$ cat src/rtl/button_press_counter.sv
// Push-button press counter: two-flop synchroniser, restartable debounce, press/long-hold FSM.
// The 8-bit count is shown on LED_OUT. A long hold clears it and emits CLEAR_PULSE.
module button_press_counter #(
  parameter int unsigned DEBOUNCE_CYCLES   = 120000,
  parameter int unsigned LONG_PRESS_CYCLES = 12000000
) (
  input  logic       CLK,
  input  logic       RST,
  input  logic       BTN_IN,
  output logic [7:0] LED_OUT,
  output logic       DEBOUNCED,
  output logic       PRESS_PULSE,
  output logic       CLEAR_PULSE
);

  localparam int unsigned DbW   = $clog2(DEBOUNCE_CYCLES + 1);
  localparam int unsigned HoldW = $clog2(LONG_PRESS_CYCLES);

  localparam logic [DbW-1:0]   DbLast  = DbW'(DEBOUNCE_CYCLES - 1);
  // Clear fires on the edge where the hold counter steps onto LONG_PRESS_CYCLES-1.
  localparam logic [HoldW-1:0] HoldClr = HoldW'(LONG_PRESS_CYCLES - 2);

  typedef enum logic [1:0] {
    StIdle,
    StPressed,
    StLongHeld
  } state_e;

  logic             r_sync1;
  logic             r_sync_q;
  logic [DbW-1:0]   r_db_cnt;
  logic [DbW-1:0]   w_db_cnt_next;
  logic             r_deb;
  logic             w_deb_next;
  logic             w_differ;
  logic             w_accept;
  logic             w_deb_rise;
  logic             w_deb_fall;

  state_e           r_state;
  state_e           w_state_next;
  logic [HoldW-1:0] r_hold;
  logic [HoldW-1:0] w_hold_next;
  logic [7:0]       r_count;
  logic [7:0]       w_count_next;
  logic             r_press;
  logic             w_press_next;
  logic             r_clear;
  logic             w_clear_next;

  always_ff @(posedge CLK or posedge RST) begin
    if (RST) begin
      r_sync1  <= 1'b0;
      r_sync_q <= 1'b0;
    end else begin
      r_sync1  <= BTN_IN;
      r_sync_q <= r_sync1;
    end
  end

  assign w_differ   = (r_sync_q != r_deb);
  assign w_accept   = w_differ && (r_db_cnt == DbLast);
  assign w_deb_rise = w_accept && r_sync_q;
  assign w_deb_fall = w_accept && !r_sync_q;

  always_comb begin
    w_db_cnt_next = '0;
    w_deb_next    = r_deb;
    if (w_differ) begin
      if (w_accept) begin
        w_deb_next = r_sync_q;
      end else begin
        w_db_cnt_next = r_db_cnt + 1'b1;
      end
    end
  end

  always_ff @(posedge CLK or posedge RST) begin
    if (RST) begin
      r_db_cnt <= '0;
      r_deb    <= 1'b0;
    end else begin
      r_db_cnt <= w_db_cnt_next;
      r_deb    <= w_deb_next;
    end
  end

  always_comb begin
    w_state_next = r_state;
    w_hold_next  = r_hold;
    w_count_next = r_count;
    w_press_next = 1'b0;
    w_clear_next = 1'b0;
    case (r_state)
      StIdle: begin
        if (w_deb_rise) begin
          w_count_next = r_count + 8'd1;
          w_press_next = 1'b1;
          w_hold_next  = '0;
          w_state_next = StPressed;
        end
      end
      StPressed: begin
        if (w_deb_fall) begin
          w_state_next = StIdle;
        end else if (r_hold == HoldClr) begin
          w_hold_next  = r_hold + 1'b1;
          w_count_next = 8'd0;
          w_clear_next = 1'b1;
          w_state_next = StLongHeld;
        end else begin
          w_hold_next = r_hold + 1'b1;
        end
      end
      StLongHeld: begin
        if (w_deb_fall) begin
          w_state_next = StIdle;
        end
      end
      default: w_state_next = StIdle;
    endcase
  end

  always_ff @(posedge CLK or posedge RST) begin
    if (RST) begin
      r_state <= StIdle;
      r_hold  <= '0;
      r_count <= 8'd0;
      r_press <= 1'b0;
      r_clear <= 1'b0;
    end else begin
      r_state <= w_state_next;
      r_hold  <= w_hold_next;
      r_count <= w_count_next;
      r_press <= w_press_next;
      r_clear <= w_clear_next;
    end
  end

  assign LED_OUT     = r_count;
  assign DEBOUNCED   = r_deb;
  assign PRESS_PULSE = r_press;
  assign CLEAR_PULSE = r_clear;

endmodule

$ cat config.mk
export PLATFORM = sky130hd
export DESIGN_NAME = button_press_counter
export DESIGN_NICKNAME = d
export VERILOG_FILES = /design/src/rtl/button_press_counter.sv
export SDC_FILE = /design/constraint.sdc
export NUM_CORES = 1
export LEC_CHECK = 0
export BUFFER_PORTS_ARGS = -buffer_cell sky130_fd_sc_hd__buf_2
export CORE_MARGIN = 2
export CORE_UTILIZATION = 54
export CTS_CLUSTER_SIZE = 12
export DETAILED_ROUTE_END_ITERATION = 8
export HOLD_SLACK_MARGIN = 0.1
export PLACE_DENSITY = 0.75
export SYNTH_ARGS = -nofsm -noshare
export SYNTH_HDL_FRONTEND = slang
export SYNTH_SLANG_ARGS = --single-unit
$ cat constraint.sdc
create_clock -name CLK -period 2.9 [get_ports CLK]
set_clock_uncertainty 0.15 [all_clocks]
set_input_delay 0.145 -clock CLK [delete_from_list [all_inputs] [get_ports CLK]]
set_output_delay 0.145 -clock CLK [all_outputs]
set_load 0.05 [all_outputs]
---- Word level (Yosys, flattened, before mapping) ----
Index checks and enable logic that the tools add are counted.
storage, ports and cells
  logic and storage cells ................. 51
  register bits ........................... 56
  output and inout bits ................... 11
  input bits .............................. 3
operators by class
  multiplexer cells ....................... 19
  $add $sub $neg .......................... 3
  reductions and logical operators ........ 10
  eq/ne operators ......................... 10
operator list
  cell                                           count
  two-way mux 24 bit                             2
  one-hot mux 24 bit (2 select lines)            1
  two-way mux 17 bit                             2
  adder 24 x 1 -> 24 bit, second input constant  1
  == test 24 bit, second input constant          1
  two-way mux 8 bit                              3
  adder 17 x 1 -> 17 bit, second input constant  1
  == test 17 bit, second input constant          1
  one-hot mux 8 bit (2 select lines)             1
  adder 8 x 1 -> 8 bit, second input constant    1
  two-way mux 2 bit                              4
  inequality test 2 bit, second input constant   4
  one-hot mux 2 bit (3 select lines)             1
  AND reduction 3 bit                            2
  two-way mux 1 bit                              5
  AND reduction 4 bit                            1
  logical AND 1 bit                              3
  inequality test 3 bit, second input constant   1
  == test 2 x 1 -> 1 bit, second input constant  1
  == test 2 bit, second input constant           1
  zero test 2 bit                                1
  AND reduction 2 bit                            1
  nonzero test 2 bit                             1
  zero test 1 bit                                1
  inequality test 1 bit                          1

---- Logic depth before layout (Yosys ltp) ----
  word-level depth ........................ 5
  gate-level depth with buffers ........... 9
  gate-level depth less buffers ........... 7

---- Least setup slack after synthesis ----
OpenSTA, ideal clock, no wires.
  path kind ............................... register -> register
  start ................................... register r_db_cnt[0]
  end ..................................... register r_hold[16]
  stages on the path, launching flop included .. 10
  path buffers ............................ 3
  setup time .............................. 0.077 ns
  arrival time ............................ 2.202 ns
  clock period less this slack ............ 2.430 ns
  setup slack ............................. 0.470 ns
  required time ........................... 2.673 ns
  cells stage by stage .................... dfrtp_1 > ha_1 > and3_1 > buf_6 > and4_4 > buf_6 > a2111o_1 > buf_6 > or3_1 > a21oi_1
between the ends
  word-level cells in the longest chain between the ends .. 5
  elaborated cells on any way between the ends .. 7
  those cells by class .................... 3 x eq/ne; 4 x reduce/logical
RTL lines
  element                               RTL line  source
  start, declared                       31        logic [DbW-1:0] r_db_cnt;
  start signal, assigned                83        r_db_cnt <= w_db_cnt_next;
  == test 17 bit (*)                    62        assign w_accept = w_differ && (r_db_cnt == DbLast);
  logical AND 1 bit (*)                 62
  logical AND 1 bit (on tied branches)  64, 63
  inequality test 2 bit (no line)       -
  AND reduction 3 bit (no line) (*)     -
  end signal, assigned                  133       r_hold <= w_hold_next;
  end, declared                         42        logic [HoldW-1:0] r_hold;
Every way passes the cells marked *; elsewhere a longest branch is shown, timed or not.
A chain may end at the register's enable or synchronous reset.

---- Worst setup path in the final report ----
  start ................................... register r_db_cnt[0]
  end ..................................... register r_hold[14]
The elaborated chain is that of the path after synthesis.

==> impl_metrics.env <==
export IMPL_outcome="finished clean"
export IMPL_synth_top_cell_area_share_pct=47.80
export IMPL_yosys_cell_count_top_type="dfrtp_1"
export IMPL_syn_area_um2=2932
export IMPL_core_area_um2=5172
export IMPL_clk_latency_ns=0.32
export IMPL_start_util_pct=56.68
export IMPL_slew_headroom_pct=53.31
export IMPL_yosys_area_top_type="dfrtp_1"
export IMPL_cts_root_buffer="clkbuf_8"
export IMPL_drt_pre_antenna_iters=5
export IMPL_synth_async_reset_ratio_pct=100.0
export IMPL_port_buffers=13
export IMPL_yosysWarningCount=0
export IMPL_vias=2382
export IMPL_dp_hpwl_mm=4.447
export IMPL_cp_data_arrival_time_ns=2.67
export IMPL_hp_start="r_sync1"
export IMPL_drv_cap=0
export IMPL_post_cts_buffers=0
export IMPL_hold_viol=0
export IMPL_synthFlopType="dfrtp_1"
export IMPL_hold_class="flop to flop"
export IMPL_clock_sinks=56
export IMPL_grt_pass1_vias=2162
export IMPL_synth_nets=311
export IMPL_wirelength_mm=6.284
export IMPL_synthTopCellsByArea="dfrtp_1 (48%), nand3_1 (4.6%), nor2_1 (4.0%)"
export IMPL_drive_above_1_share_pct=11.18
export IMPL_die_area_um2=6034
export IMPL_yosys_top_cells_count="dfrtp_1 (56), nor2_1 (31), nand2_1 (29), nand3_1 (27), a21oi_1 (14)"
export IMPL_r2r_start="r_db_cnt[0]"
export IMPL_maxSlewViolCount=0
export IMPL_rsz0062_at_grt="false"
export IMPL_cts_buffers=5
export IMPL_timing_fmax_mhz=391.0
export IMPL_finalCritPeriodShare_pct=88.18
export IMPL_grt_first_pass_wirelength_mm=10.68
export IMPL_drc=0
export IMPL_vdd_ir_drop_max_v=0.0002431
export IMPL_power_leakage_nw=1.345
export IMPL_grt_total_usage_pct=22.24
export IMPL_cts_tree="built"
export IMPL_synth_enable_flop_cells=0
export IMPL_die_h_um=77.68
export IMPL_end_kind="flop"
export IMPL_fp_dieW_um=77.68
export IMPL_criticalPathCategory="flop to flop"
export IMPL_n_antenna_cell=0
export IMPL_critPathRequiredTime_ns=3.01
export IMPL_antenna_found_initial=0
export IMPL_critPathMaxFanout=13
export IMPL_vias_per_cell=6.077
export IMPL_drt_initial_drc_count=258
export IMPL_layout_nets=328
export IMPL_wl_per_cell_um=16.03
export IMPL_avgSynthCellArea_um2=9.643
export IMPL_cp_start_kind="flop"
export IMPL_area_growth_syn_to_layout_pct=8.109
export IMPL_synthCells=304
export IMPL_fin_tns_setup_ns=0
export IMPL_synth_sequential_area_ratio_pct=47.80
export IMPL_tightest_slew_ns=0.6906
export IMPL_setup_viol=0
export IMPL_gp_congestion=0.8058
export IMPL_drtAntennaViolNets=0
export IMPL_rows=26
export IMPL_finalPower_mw=1.338
export IMPL_hold_slack_ns=0.2109
export IMPL_overflow=0
export IMPL_clock_path_buffers=2
export IMPL_p_per_area_nw_per_um2=422.1
export IMPL_ios=14
export IMPL_ys_ff_latch=56
export IMPL_fin_crit_ns=2.557
export IMPL_ys_types=50
export IMPL_clk_pin_slew_ns=0.10
export IMPL_htreeDepth=2
export IMPL_worstSetupStartpoint="r_db_cnt[0]"
export IMPL_grt_max_degree=32
-- worst max-delay path: stages, from the launching register on --
cell	delay [ns]
dfrtp_1	0.42
ha_1	0.25
and3_1	0.29
and4_4	0.24
a2111o_1	0.54
or4_1	0.53
nand2_1	0.08
-- metrics by stage --
step / instance area [um2] / worst slack [ns] / instances / util, %
3_5_place_dp: 3042 / 0.3836 / 382 / 58.80
6_report: 3169 / 0.3427 / 392 / 61.27
5_1_grt: 3169 / 0.2336 / 392 / 61.27
3_3_place_gp: 3042 / 0.4568 / 382 / 58.80
2_1_floorplan: 2932 / 0.4705 / 304 / -
4_1_cts: 3169 / 0.3576 / 392 / 61.27
-- cell usage in the layout, fill, tap and decap left out, drive strengths merged, types with 2 or more instances in the layout --
cell / synthesis / final
and3: 8 / 8
inv: 10 / 10
mux2i: 4 / 4
nor4b: 2 / 2
o21ai: 13 / 13
buf: 6 / 17
nor2: 31 / 31
or2b: 2 / 2
nor4: 4 / 4
o211ai: 10 / 10
o2bb2ai: 2 / 2
nand3: 27 / 27
dfrtp: 56 / 56
dlygate4sd3: 0 / 2
ha: 4 / 4
or4: 5 / 5
nor3: 5 / 5
clkbuf: 3 / 6
or3: 11 / 11
a21oi: 14 / 14
xnor2: 7 / 7
nand2: 29 / 29
o31a: 2 / 2
mux2: 2 / 2
nor2b: 2 / 2
xor2: 12 / 12
nand4: 9 / 9
and2: 4 / 4
o31ai: 3 / 3
-- cells by family after synthesis --
group | Yosys count | share of synthesized area, %
and+or+nand+nor | 148 | 27.40
DFF | 56 | 47.80
AOI/OAI and AO/OA | 52 | 11.52
xor gates and xnor gates | 19 | 5.676
buffers and inverters | 19 | 3.756
muxes | 6 | 2.134
adders and majority gates | 4 | 1.707
-- flip-flops by register name, summed over array words and instances, names as in the netlist --
register     count
DEBOUNCED        1
r_sync_q         1
r_sync1          1
r_hold          24
LED_OUT          8
r_state          2
r_db_cnt        17
CLEAR_PULSE      1
PRESS_PULSE      1
-- final timing paths --
kind	depth (start not counted)	end	slack, ns
setup / recovery	6	r_hold[14]	0.34
hold / removal	0	r_sync_q	0.21
setup reg to reg	6	r_hold[14]	0.34
hold reg to reg	0	r_sync_q	0.21
max in group asynchronous	4	r_db_cnt[7]	1.63
min in group asynchronous	3	r_db_cnt[8]	0.30
-- cell type report --
| class | instances | area, um2 |
|---|---|---|
| clock buffers | 6 | 72.57 |
| clock inverters | 2 | 35.03 |
| fillers | 435 | 2003 |
| inverters | 10 | 37.54 |
| multi-input cells | 229 | 1420 |
| flip-flops and latches | 56 | 1401 |
| well taps | 70 | 87.58 |
| repair buffers | 19 | 115.1 |
-- power breakdown --
group	switching, mW	leakage, nW	internal (mW)
Combinational	0.0242	0.515	0.00881
Sequential	0.00450	0.776	0.785
Clock	0.258	0.0552	0.257
Total	0.287	1.35	1.05
-- layer usage --
layer  vias to the layer above  global-route usage (%)  share of wire, %  wire [um]
li1                       1141                       -                 -          -
met2                        75                   32.50                44       2762
met3                         9                   4.070               4.9        307
met5                         -                       0                 0          0
met4                         0                   6.429               1.4         85
met1                      1157                   33.74                50       3128
-- repair_timing --
action	CTS	global route
hold buffers	2	0
hold endpoints to repair	30	0
gates resized for setup	0	0
(Power assumes the default switching activity.)
